[src/rtl/imem_boot_loader_if.sv]
// Loader link (byte stream in) and instruction-memory write port of the boot loader.
// The slave side is the loader; the master side is the link source / memory model.
interface imem_boot_loader_if #(
  parameter int unsigned ADDR_WIDTH = 8
);
  logic                  rx_valid;
  logic [7:0]            rx_data;
  logic                  rx_ready;
  logic                  imem_we;
  logic [ADDR_WIDTH-1:0] imem_addr;
  logic [31:0]           imem_wdata;

  modport master (
    output rx_valid,
    output rx_data,
    input  rx_ready,
    input  imem_we,
    input  imem_addr,
    input  imem_wdata
  );

  modport slave (
    input  rx_valid,
    input  rx_data,
    output rx_ready,
    output imem_we,
    output imem_addr,
    output imem_wdata
  );
endinterface

[src/rtl/imem_boot_loader.sv]
// Boot/reload controller: receives a length-prefixed big-endian byte stream, writes the
// words into instruction memory and holds the core in reset until the load completes.
module imem_boot_loader #(
  parameter int unsigned ADDR_WIDTH     = 8,
  parameter int unsigned TIMEOUT_CYCLES = 1000
) (
  input  logic                  i_clk,
  input  logic                  i_rst,
  input  logic                  i_start,
  imem_boot_loader_if.slave     io_bus,
  output logic                  o_cpu_rst,
  output logic                  o_busy,
  output logic                  o_done,
  output logic                  o_err,
  output logic [ADDR_WIDTH:0]   o_words_loaded
);

  localparam int unsigned DEPTH = 32'd1 << ADDR_WIDTH;
  localparam int unsigned TW    = $clog2(TIMEOUT_CYCLES + 1);
  localparam int unsigned CW    = ADDR_WIDTH + 1;

  localparam logic [2:0] S_IDLE  = 3'd0;
  localparam logic [2:0] S_HDR   = 3'd1;
  localparam logic [2:0] S_LOAD  = 3'd2;
  localparam logic [2:0] S_FLUSH = 3'd3;
  localparam logic [2:0] S_RUN   = 3'd4;
  localparam logic [2:0] S_ERR   = 3'd5;

  logic [2:0]            r_state,        w_state_nxt;
  logic [15:0]           r_len,          w_len_nxt;
  logic [1:0]            r_byte_idx,     w_byte_idx_nxt;
  logic [23:0]           r_shift,        w_shift_nxt;
  logic [TW-1:0]         r_tmo,          w_tmo_nxt;
  logic                  r_rx_ready,     w_rx_ready_nxt;
  logic                  r_imem_we,      w_imem_we_nxt;
  logic [ADDR_WIDTH-1:0] r_imem_addr,    w_imem_addr_nxt;
  logic [31:0]           r_imem_wdata,   w_imem_wdata_nxt;
  logic                  r_cpu_rst,      w_cpu_rst_nxt;
  logic                  r_busy,         w_busy_nxt;
  logic                  r_done,         w_done_nxt;
  logic                  r_err,          w_err_nxt;
  logic [CW-1:0]         r_words_loaded, w_words_loaded_nxt;

  logic                  w_accept;
  logic [15:0]           w_hdr_len;
  logic                  w_len_bad;
  logic                  w_last_word;
  logic                  w_tmo_hit;
  logic [31:0]           w_word;

  assign w_accept    = io_bus.rx_valid & r_rx_ready;
  assign w_hdr_len   = {r_len[15:8], io_bus.rx_data};
  assign w_len_bad   = (w_hdr_len == 16'd0) || (32'(w_hdr_len) > DEPTH);
  assign w_last_word = (32'(r_words_loaded) + 32'd1) == 32'(r_len);
  assign w_tmo_hit   = (32'(r_tmo) + 32'd1) >= TIMEOUT_CYCLES;
  assign w_word      = {r_shift, io_bus.rx_data};

  // State and output registers; memory contents are never touched by reset.
  always_ff @(posedge i_clk or negedge i_rst) begin
    if (!i_rst) begin
      r_state        <= S_IDLE;
      r_len          <= '0;
      r_byte_idx     <= '0;
      r_shift        <= '0;
      r_tmo          <= '0;
      r_rx_ready     <= 1'b0;
      r_imem_we      <= 1'b0;
      r_imem_addr    <= '0;
      r_imem_wdata   <= '0;
      r_cpu_rst      <= 1'b1;
      r_busy         <= 1'b0;
      r_done         <= 1'b0;
      r_err          <= 1'b0;
      r_words_loaded <= '0;
    end else begin
      r_state        <= w_state_nxt;
      r_len          <= w_len_nxt;
      r_byte_idx     <= w_byte_idx_nxt;
      r_shift        <= w_shift_nxt;
      r_tmo          <= w_tmo_nxt;
      r_rx_ready     <= w_rx_ready_nxt;
      r_imem_we      <= w_imem_we_nxt;
      r_imem_addr    <= w_imem_addr_nxt;
      r_imem_wdata   <= w_imem_wdata_nxt;
      r_cpu_rst      <= w_cpu_rst_nxt;
      r_busy         <= w_busy_nxt;
      r_done         <= w_done_nxt;
      r_err          <= w_err_nxt;
      r_words_loaded <= w_words_loaded_nxt;
    end
  end

  // Next-state and next-output logic; an accept always wins over the timeout.
  always_comb begin
    w_state_nxt        = r_state;
    w_len_nxt          = r_len;
    w_byte_idx_nxt     = r_byte_idx;
    w_shift_nxt        = r_shift;
    w_tmo_nxt          = r_tmo;
    w_rx_ready_nxt     = r_rx_ready;
    w_imem_we_nxt      = 1'b0;
    w_imem_addr_nxt    = r_imem_addr;
    w_imem_wdata_nxt   = r_imem_wdata;
    w_cpu_rst_nxt      = r_cpu_rst;
    w_busy_nxt         = r_busy;
    w_done_nxt         = r_done;
    w_err_nxt          = r_err;
    w_words_loaded_nxt = r_words_loaded;

    case (r_state)
      S_IDLE, S_RUN, S_ERR: begin
        if (i_start) begin
          w_state_nxt        = S_HDR;
          w_len_nxt          = '0;
          w_byte_idx_nxt     = '0;
          w_tmo_nxt          = '0;
          w_words_loaded_nxt = '0;
          w_rx_ready_nxt     = 1'b1;
          w_cpu_rst_nxt      = 1'b1;
          w_busy_nxt         = 1'b1;
          w_done_nxt         = 1'b0;
          w_err_nxt          = 1'b0;
        end
      end

      S_HDR: begin
        if (w_accept) begin
          w_tmo_nxt = '0;
          if (r_byte_idx == 2'd0) begin
            w_len_nxt      = {io_bus.rx_data, 8'h00};
            w_byte_idx_nxt = 2'd1;
          end else begin
            w_len_nxt      = w_hdr_len;
            w_byte_idx_nxt = 2'd0;
            if (w_len_bad) begin
              w_state_nxt    = S_ERR;
              w_err_nxt      = 1'b1;
              w_busy_nxt     = 1'b0;
              w_rx_ready_nxt = 1'b0;
            end else begin
              w_state_nxt = S_LOAD;
            end
          end
        end else if (w_tmo_hit) begin
          w_state_nxt    = S_ERR;
          w_err_nxt      = 1'b1;
          w_busy_nxt     = 1'b0;
          w_rx_ready_nxt = 1'b0;
        end else begin
          w_tmo_nxt = r_tmo + TW'(1);
        end
      end

      S_LOAD: begin
        if (w_accept) begin
          w_tmo_nxt      = '0;
          w_shift_nxt    = w_word[23:0];
          w_byte_idx_nxt = r_byte_idx + 2'd1;
          if (r_byte_idx == 2'd3) begin
            w_imem_we_nxt      = 1'b1;
            w_imem_addr_nxt    = r_words_loaded[ADDR_WIDTH-1:0];
            w_imem_wdata_nxt   = w_word;
            w_words_loaded_nxt = r_words_loaded + CW'(1);
            if (w_last_word) begin
              w_state_nxt    = S_FLUSH;
              w_rx_ready_nxt = 1'b0;
            end
          end
        end else if (w_tmo_hit) begin
          // A partially assembled word is dropped here and never written.
          w_state_nxt    = S_ERR;
          w_err_nxt      = 1'b1;
          w_busy_nxt     = 1'b0;
          w_rx_ready_nxt = 1'b0;
        end else begin
          w_tmo_nxt = r_tmo + TW'(1);
        end
      end

      S_FLUSH: begin
        w_state_nxt    = S_RUN;
        w_rx_ready_nxt = 1'b0;
        w_cpu_rst_nxt  = 1'b0;
        w_busy_nxt     = 1'b0;
        w_done_nxt     = 1'b1;
      end

      default: begin
        w_state_nxt    = S_IDLE;
        w_rx_ready_nxt = 1'b0;
        w_cpu_rst_nxt  = 1'b1;
        w_busy_nxt     = 1'b0;
        w_done_nxt     = 1'b0;
        w_err_nxt      = 1'b0;
      end
    endcase
  end

  assign io_bus.rx_ready   = r_rx_ready;
  assign io_bus.imem_we    = r_imem_we;
  assign io_bus.imem_addr  = r_imem_addr;
  assign io_bus.imem_wdata = r_imem_wdata;
  assign o_cpu_rst         = r_cpu_rst;
  assign o_busy            = r_busy;
  assign o_done            = r_done;
  assign o_err             = r_err;
  assign o_words_loaded    = r_words_loaded;

  // Structural invariants of the status outputs.
  a_we_only_busy: assert property (@(posedge i_clk) disable iff (!i_rst) r_imem_we |-> r_busy);
  a_done_err_excl: assert property (@(posedge i_clk) disable iff (!i_rst) !(r_done && r_err));
  a_run_released: assert property (@(posedge i_clk) disable iff (!i_rst) r_done |-> !r_cpu_rst);

endmodule

[src/flat_wrapper.sv]
// flat-port wrapper written by rule: the top's interface ports become plain ports
module imem_boot_loader_flat 
#(
  parameter int unsigned ADDR_WIDTH     = 8,
  parameter int unsigned TIMEOUT_CYCLES = 1000
)
  (i_clk, i_rst, i_start, o_cpu_rst, o_busy, o_done, o_err, o_words_loaded, io_bus_rx_valid, io_bus_rx_data, io_bus_rx_ready, io_bus_imem_we, io_bus_imem_addr, io_bus_imem_wdata);
  imem_boot_loader_if #(.ADDR_WIDTH(ADDR_WIDTH)) io_bus_i ();
  input  logic i_clk;
  input  logic i_rst;
  input  logic i_start;
  output logic o_cpu_rst;
  output logic o_busy;
  output logic o_done;
  output logic o_err;
  output logic [ADDR_WIDTH:0] o_words_loaded;
  input wire logic [$bits(io_bus_i.rx_valid)-1:0] io_bus_rx_valid;
  input wire logic [$bits(io_bus_i.rx_data)-1:0] io_bus_rx_data;
  output wire logic [$bits(io_bus_i.rx_ready)-1:0] io_bus_rx_ready;
  output wire logic [$bits(io_bus_i.imem_we)-1:0] io_bus_imem_we;
  output wire logic [$bits(io_bus_i.imem_addr)-1:0] io_bus_imem_addr;
  output wire logic [$bits(io_bus_i.imem_wdata)-1:0] io_bus_imem_wdata;
  assign io_bus_i.rx_valid = io_bus_rx_valid;
  assign io_bus_i.rx_data = io_bus_rx_data;
  assign io_bus_rx_ready = io_bus_i.rx_ready;
  assign io_bus_imem_we = io_bus_i.imem_we;
  assign io_bus_imem_addr = io_bus_i.imem_addr;
  assign io_bus_imem_wdata = io_bus_i.imem_wdata;
  imem_boot_loader #(.ADDR_WIDTH(ADDR_WIDTH), .TIMEOUT_CYCLES(TIMEOUT_CYCLES)) u_core (.i_clk(i_clk), .i_rst(i_rst), .i_start(i_start), .io_bus(io_bus_i), .o_cpu_rst(o_cpu_rst), .o_busy(o_busy), .o_done(o_done), .o_err(o_err), .o_words_loaded(o_words_loaded));
endmodule
[config.mk]
export PLATFORM = sky130hd
export DESIGN_NAME = imem_boot_loader_flat
export DESIGN_NICKNAME = d
export VERILOG_FILES = /design/src/rtl/imem_boot_loader_if.sv /design/src/rtl/imem_boot_loader.sv /design/src/flat_wrapper.sv
export SDC_FILE = /design/constraint.sdc
export NUM_CORES = 1
export LEC_CHECK = 0
export ABC_AREA = 1
export BUFFER_PORTS_ARGS = -buffer_cell sky130_fd_sc_hd__buf_2
export CAP_MARGIN = 20
export CORE_UTILIZATION = 47
export DETAILED_ROUTE_END_ITERATION = 8
export PLACE_DENSITY = 0.67
export SLEW_MARGIN = 20
export SYNTH_ARGS = -nofsm -noshare
export SYNTH_HDL_FRONTEND = slang
export SYNTH_SLANG_ARGS = --single-unit
[constraint.sdc]
create_clock -name i_clk -period 2.04 [get_ports i_clk]
set_input_delay 0.102 -clock i_clk [delete_from_list [all_inputs] [get_ports i_clk]]
set_output_delay 0.102 -clock i_clk [all_outputs]
set_load 0.02 [all_outputs]
==> flow_summary_export.csv, run 1 <==
group,metric,value,unit
run_status,status,"finished, final reports clean",
critical_path,worstPathCellList,"ha_1, nand2_2, nor2_4, inv_1, nand2_1, a21oi_1, nand3_2, nand2_4, a21oi_4, buf_4, nor2_1, a21oi_2",
timing,min_period,1.87,ns
die,die_w,106,um
die,ios,67,
critical_path,r2r_end,"u_core.r_tmo[2]$_DFFE_PN0P_",
clock_network,clk_pin_slew,0.11,ns
timing,worst_pin_slew,0.579,ns
timing,period_share,91.4,%
yosys,synthArstFlopShare,100,%
critical_path,cp.required,2.32,ns
timing,hold_viol_final,0,
yosys,synth_cell_types,34,
critical_path,startpoint_type,"flop",
critical_path,crit_path_start,"u_core.r_tmo[0]$_DFFE_PN0P_",
place,io_buffer_count,66,
clock_network,clkLatencyLatePin,0.38,ns
critical_path,critPathMaxStageDelay,0.40,ns
global_routing,grt_max_degree,46,
clock_network,cts-buffers-inserted,9,
yosys,synth_nets,615,
final_layout,syn_to_final_growth,16.5,%
critical_path,cp_max_fo,7,
yosys,synth.top_cell.area_share,53.7,%
min_path,hp-class,"input pin to flop",
route,vias_per_cell,5.08,
timing,fmax,536,MHz
route,drt_pass1_iterations,5,
yosys,synth_top_cells_by_count,"nand2_1 (164), dfrtp_1 (109), inv_1 (77), o21ai_0 (74), nand3_1 (42)",
critical_path,crit_arrival,2.14,ns
yosys,netlist_area,0.00508,mm^2
die,core,0.0104,mm^2
yosys,synthFlopType,"dfrtp_1",
die,start_util,48.8,%
yosys,synth_top_cell_by_area,"dfrtp_1",
yosys,synth_warnings,0,
final_layout,n_fill_cell,966,
critical_path,crit_type,"flop to flop",
timing,slew_headroom,61.4,%
critical_path,ff2ff_path_depth,12,
min_path,min_to,"u_core.r_shift[0]$_DFFE_PN0P_",
route,dr.first_iter.drc_count,296,
route,wl_per_cell,14.0,um
yosys,syn_area_per_cell,8.48,um^2
clock_network,cts_root_buffer,"clkbuf_8",
route,antenna_left,0,
global_routing,grt_pass1_vias,3924,
timing,fin_worst_skew,0.0166,ns
place,dpl.hpwl,8.48,mm
yosys,synthCells,599,
yosys,synth_area_leaders,"dfrtp_1 (54%), nand2_1 (12%), o21ai_0 (7.3%)",
final_layout,drive_above_1_share,19.7,%
min_path,hold_path.startpoint,"io_bus_rx_data[0]",
final_layout,final_nets,700,
critical_path,r2r-start,"u_core.r_tmo[0]$_DFFE_PN0P_",
global_routing,antenna_found_initial,0,
place,place_ws,0.0841,ns
clock_network,h-tree-depth,3,
route,wl,11.6,mm
pwr,p_leak,3.05,nW
critical_path,cp_slowest_cell,"dfrtp_1",
die,fp.dieH,106,um
critical_path,cp-end-kind,"flop",
route,vias,4192,
min_path,hold-path-cell-count,3,
critical_path,r2r_slack,0.17,ns
clock_network,clkSinkCount,110,
yosys,synth-edff-count,0,
global_routing,grt_overflow,0,
yosys,synth_seq_cells,110,
timing,fin_ws,0.174,ns
die,num_rows,37,
route,drc_errors,0,
die,dieArea,0.0112,mm^2
timing,finalSetupTns,0,ns
yosys,yosysMostFrequentCell,"nand2_1",
global_routing,grt_use_total,21.9,%
pwr,power.density,1110,mW/mm^2
run,maxCapViolCount,0,
final_layout,antenna_cells,0,
clock_network,cts_tree,"done",
pwr,peakVddDrop,0.560,mV
timing,rsz0062_at_grt,"true",
clock_network,cts_buffer_depth,2,
pwr,power,6.58,mW
place,gp_congestion,0.902,
timing,slew_violations,0,
timing,setup_violations,0,
global_routing,grt_pass1_wl,19.3,mm
yosys,ys_seq_area_share,54.2,%
-- metrics by stage --
step | instances | hold slack [ns] | util, % | area (um^2)
global placement | 800 | 0.136 | 54.1 | 5630
finish | 825 | 0.0175 | 56.8 | 5920
CTS | 820 | 0.00215 | 56.2 | 5860
detailed placement | 800 | 0.141 | 54.1 | 5630
global route | 825 | 0.0232 | 56.8 | 5920
floorplan | 599 | -0.194 | - | 5080
-- cells in the final DEF (no fill, tap or decap), types with 3 or more instances in the layout --
cell,count
dfrtp_1,107
ha_1,3
inv_2,6
o21ai_1,16
nor2_4,4
buf_4,18
nor3_1,4
clkbuf_8,9
nand2_1,162
buf_12,3
dlygate4sd3_1,4
buf_2,65
nand3_1,41
nand2_4,3
inv_1,76
a21oi_1,4
nand2_2,4
o21ai_0,74
nand3_2,3
nor2_1,35
nand4_1,6
o22ai_1,14
-- report_power, final --
part	leakage [nW]	internal [mW]	total, mW	switching, mW
combinational	1.51	0.848	2.46	1.61
sequential	1.44	2.63	2.87	0.241
clock	0.0940	0.467	1.25	0.787
total	3.05	3.94	6.58	2.64
-- cells by family after synthesis --
family,Yosys count,synth area share [%]
AOI/OAI and AO/OA,119,13.5
DFF,110,54.2
and+or+nand+nor,266,22.9
adders and majority gates,4,0.985
xor gates and xnor gates,2,0.345
buffers and inverters,98,8.08
-- layout make-up --
type	instances	area [um^2]	share of cell area, %
Clock inverter	6	56.3	0.951
Sequential cell	110	2760	46.6
Multi-Input combinational cell	391	1940	32.8
Inverter	82	308	5.20
Tap cell	136	170	2.88
Clock buffer	10	128	2.16
Timing Repair Buffer	90	561	9.47
-- repair_timing --
item	in CTS	in global routing
hold buffers	4	0
buffers inserted	0	5
setup endpoints to repair	0	14
endpoints found under the hold margin	44	0
resized for setup	0	7
-- state kept, by name (all words and copies together), names as in the netlist --
name	flops
u_core.o_err	1
u_core.io_bus.imem_we	1
u_core.o_words_loaded	9
u_core.io_bus.imem_addr	8
u_core.o_busy	1
u_core.r_shift	24
u_core.io_bus.imem_wdata	32
u_core.io_bus.rx_ready	1
u_core.r_tmo	10
u_core.o_done	1
u_core.r_len	16
u_core.o_cpu_rst	1
u_core.r_byte_idx	2
u_core.r_state	3
-- metal layers --
| metal | share of wire (%) | vias to the layer above | track usage (%) |
|---|---|---|---|
| met1 | 49 | 1958 | 32.8 |
| met4 | 1.2 | 0 | 6.05 |
| met3 | 5.2 | 8 | 4.60 |
| met5 | 0 | - | 0 |
| met2 | 44 | 117 | 32.3 |
| li1 | - | 2109 | - |
-- how the worst max path moves through the flow --
stage	slack (ns)	to	depth (start not counted)
5_1_grt	-0.03	u_core.r_state[1]$_DFFE_PN0P_	14
6_report	0.17	u_core.r_tmo[2]$_DFFE_PN0P_	12
3_3_place_gp	0.17	u_core.r_tmo[0]$_DFFE_PN0P_	11
4_1_cts	0.06	u_core.r_tmo[0]$_DFFE_PN0P_	11
2_1_floorplan	0.27	u_core.r_state[0]$_DFFE_PN0P_	14
3_5_place_dp	0.08	u_core.r_tmo[0]$_DFFE_PN0P_	11
-- critical path, delay by kind of cell, from the launching register on --
family / cells / cell delay, ns
and+or+nand+nor: 6 / 0.62
adders and majority gates: 1 / 0.22
buffers and inverters: 2 / 0.22
DFF: 1 / 0.40
AOI/OAI and AO/OA: 3 / 0.30
No activity file was read; power rests on OpenSTA's default activity.
==> inputs of run 2 (changes only) <==
CTS_BUF_LIST = sky130_fd_sc_hd__clkbuf_16   (was not set)
CTS_CLUSTER_DIAMETER = 50   (was not set)
==> run 2 against run 1 <==
Utilization grew 0.64 points; clock skew decreased by 0.0047 ns; critical path depth unchanged; setup slack improved by 0.0092 ns; highest routed layer unchanged; first-iteration DRC count fell by 3.4%; non-clock buffer count is 3 lower; count of clock-buffer cells in the layout shrank 1; maximum frequency increased by 0.49%.
==> flow_summary_export.csv, run 2 (synthesized netlist as in run 1, its figures left out) <==
group,metric,value,unit
timing,finalSetupTns,0,ns
clock_network,clkLatencyLatePin,0.35,ns
route,drc_errors,0,
pwr,p_leak,3.08,nW
global_routing,grt_use_total,22.2,%
global_routing,antenna_found_initial,0,
pwr,peakVddDrop,0.558,mV
timing,setup_violations,0,
critical_path,critPathMaxStageDelay,0.39,ns
route,drt_pass1_iterations,5,
die,die_w,106,um
final_layout,antenna_cells,0,
final_layout,layout_commonest_cell,"nand2_1",
final_layout,largest_reg_flops,32,
die,ios,67,
final_layout,syn_to_final_growth,17.8,%
route,vias_per_cell,5.13,
critical_path,startpoint_type,"flop",
final_layout,drive_above_1_share,19.5,%
clock_network,h-tree-depth,3,
run_status,status,"finished, final reports clean",
route,dr.first_iter.drc_count,286,
die,num_rows,37,
critical_path,crit_type,"flop to flop",
min_path,hp-class,"input pin to flop",
timing,fin_ws,0.184,ns
die,core,0.0104,mm^2
pwr,power.density,1170,mW/mm^2
route,wl,11.7,mm
pwr,p_clk_share,23.8,%
timing,min_period,1.86,ns
timing,worst_pin_slew,0.586,ns
clock_network,clkSinkCount,110,
timing,slew_violations,0,
route,antenna_left,0,
global_routing,grt_pass1_wl,19.5,mm
pwr,power_frac_comb,35.1,%
die,dieArea,0.0112,mm^2
critical_path,worstPathCellList,"ha_1, nand2_2, nor2_4, inv_1, nand2_1, a21oi_1, nand3_2, nand2_4, a21oi_4, buf_4, nor2_1, a21oi_2",
route,vias,4218,
critical_path,cp_slowest_cell,"dfrtp_1",
run,maxCapViolCount,0,
critical_path,cp_max_fo,7,
timing,fmax,539,MHz
critical_path,crit_arrival,2.09,ns
timing,rsz0062_at_grt,"true",
die,fp.dieH,106,um
place,place_ws,0.0841,ns
die,start_util,48.8,%
global_routing,grt_overflow,0,
place,gp_congestion,0.902,
clock_network,cts_root_buffer,"clkbuf_16",
critical_path,cp.required,2.28,ns
pwr,switching_share,38.4,%
route,wl_per_cell,14.2,um
pwr,p_int,4.32,mW
pwr,seq_power_share,41.0,%
global_routing,grt_pass1_vias,3953,
place,io_buffer_count,66,
place,dpl.hpwl,8.48,mm
timing,period_share,91.0,%
clock_network,cts_buffer_depth,2,
timing,hold_viol_final,0,
final_layout,layout_common_cells,"nand2_1 (162), dfrtp_1 (107), inv_1 (78)",
timing,slew_headroom,61.0,%
critical_path,ff2ff_path_depth,12,
timing,fin_worst_skew,0.0119,ns
final_layout,final_nets,697,
global_routing,grt_max_degree,46,
clock_network,cts_tree,"done",
critical_path,cp-end-kind,"flop",
clock_network,clk_pin_slew,0.08,ns
clock_network,cts-buffers-inserted,9,
min_path,hold-path-cell-count,3,
pwr,p_sw,2.69,mW
run 2: repair_timing:
| item | in CTS | in global routing |
|---|---|---|
| resized for setup | 0 | 5 |
| hold endpoints to repair | 41 | 0 |
| hold buffers | 1 | 0 |
| buffers inserted | 0 | 5 |
| endpoints found under the setup margin | 0 | 14 |
run 2: power groups by stage:
| stage | Clock [mW] | Combinational [mW] | Sequential [mW] |
|---|---|---|---|
| 2_1_floorplan | 0 | 1.64 | 2.92 |
| 3_3_place_gp | 0 | 2.28 | 2.90 |
| 3_5_place_dp | 0 | 2.33 | 2.92 |
| 4_1_cts | 1.70 | 2.35 | 2.88 |
| 5_1_grt | 1.80 | 2.77 | 2.92 |
| 6_report | 1.67 | 2.46 | 2.88 |
run 2: area by class of cell:
cell class	instances	area [um^2]
repair buffers	87	531
clock inverters	7	60.1
fillers	967	4430
inverters	82	308
clock buffers	9	225
well taps	136	170
flip-flops and latches	110	2760
multi-input cells	391	1930
run 2: per-stage QoR:
step           hold WS [ns]  cells  area [um^2]  utilization (%)  power (mW)
2_1_floorplan        -0.194    599         5080                -        4.56
3_3_place_gp          0.136    800         5630             54.1        5.18
3_5_place_dp          0.141    800         5630             54.1        5.25
4_1_cts              0.0328    817         5930             56.9        6.93
5_1_grt              0.0521    822         5980             57.5        7.49
6_report             0.0399    822         5980             57.5        7.01
run 2: layer usage:
layer / up-vias / wire length [um] / track usage [%]
li1: 2101 / - / -
met1: 2000 / 5680 / 33.0
met2: 109 / 5280 / 33.2
met3: 8 / 574 / 3.86
met4: 0 / 144 / 6.65
met5: - / 0 / 0
run 2: worst paths after layout:
kind                            slack [ns]                                  endpoint                                      from
min in group asynchronous             0.31            u_core.r_shift[22]$_DFFE_PN0P_                                     i_rst
worst max-delay path                  0.18               u_core.r_tmo[1]$_DFFE_PN0P_               u_core.r_tmo[0]$_DFFE_PN0P_
worst min-delay path                  0.04             u_core.r_shift[5]$_DFFE_PN0P_                         io_bus_rx_data[5]
worst max register to register        0.18               u_core.r_tmo[1]$_DFFE_PN0P_               u_core.r_tmo[0]$_DFFE_PN0P_
max in group asynchronous             1.04              u_core.o_cpu_rst$_DFFE_PN1P_                                     i_rst
worst min register to register        0.47  u_core.io_bus.imem_wdata[25]$_DFFE_PN0P_  u_core.io_bus.imem_wdata[25]$_DFFE_PN0P_
run 2: critical path, delay by kind of cell, from the launching register on:
family          cells  cell delay, ns
simple gates        6            0.61
flops               1            0.39
compound gates      3            0.29
fa+ha+maj           1            0.22
buf+inv             2            0.22
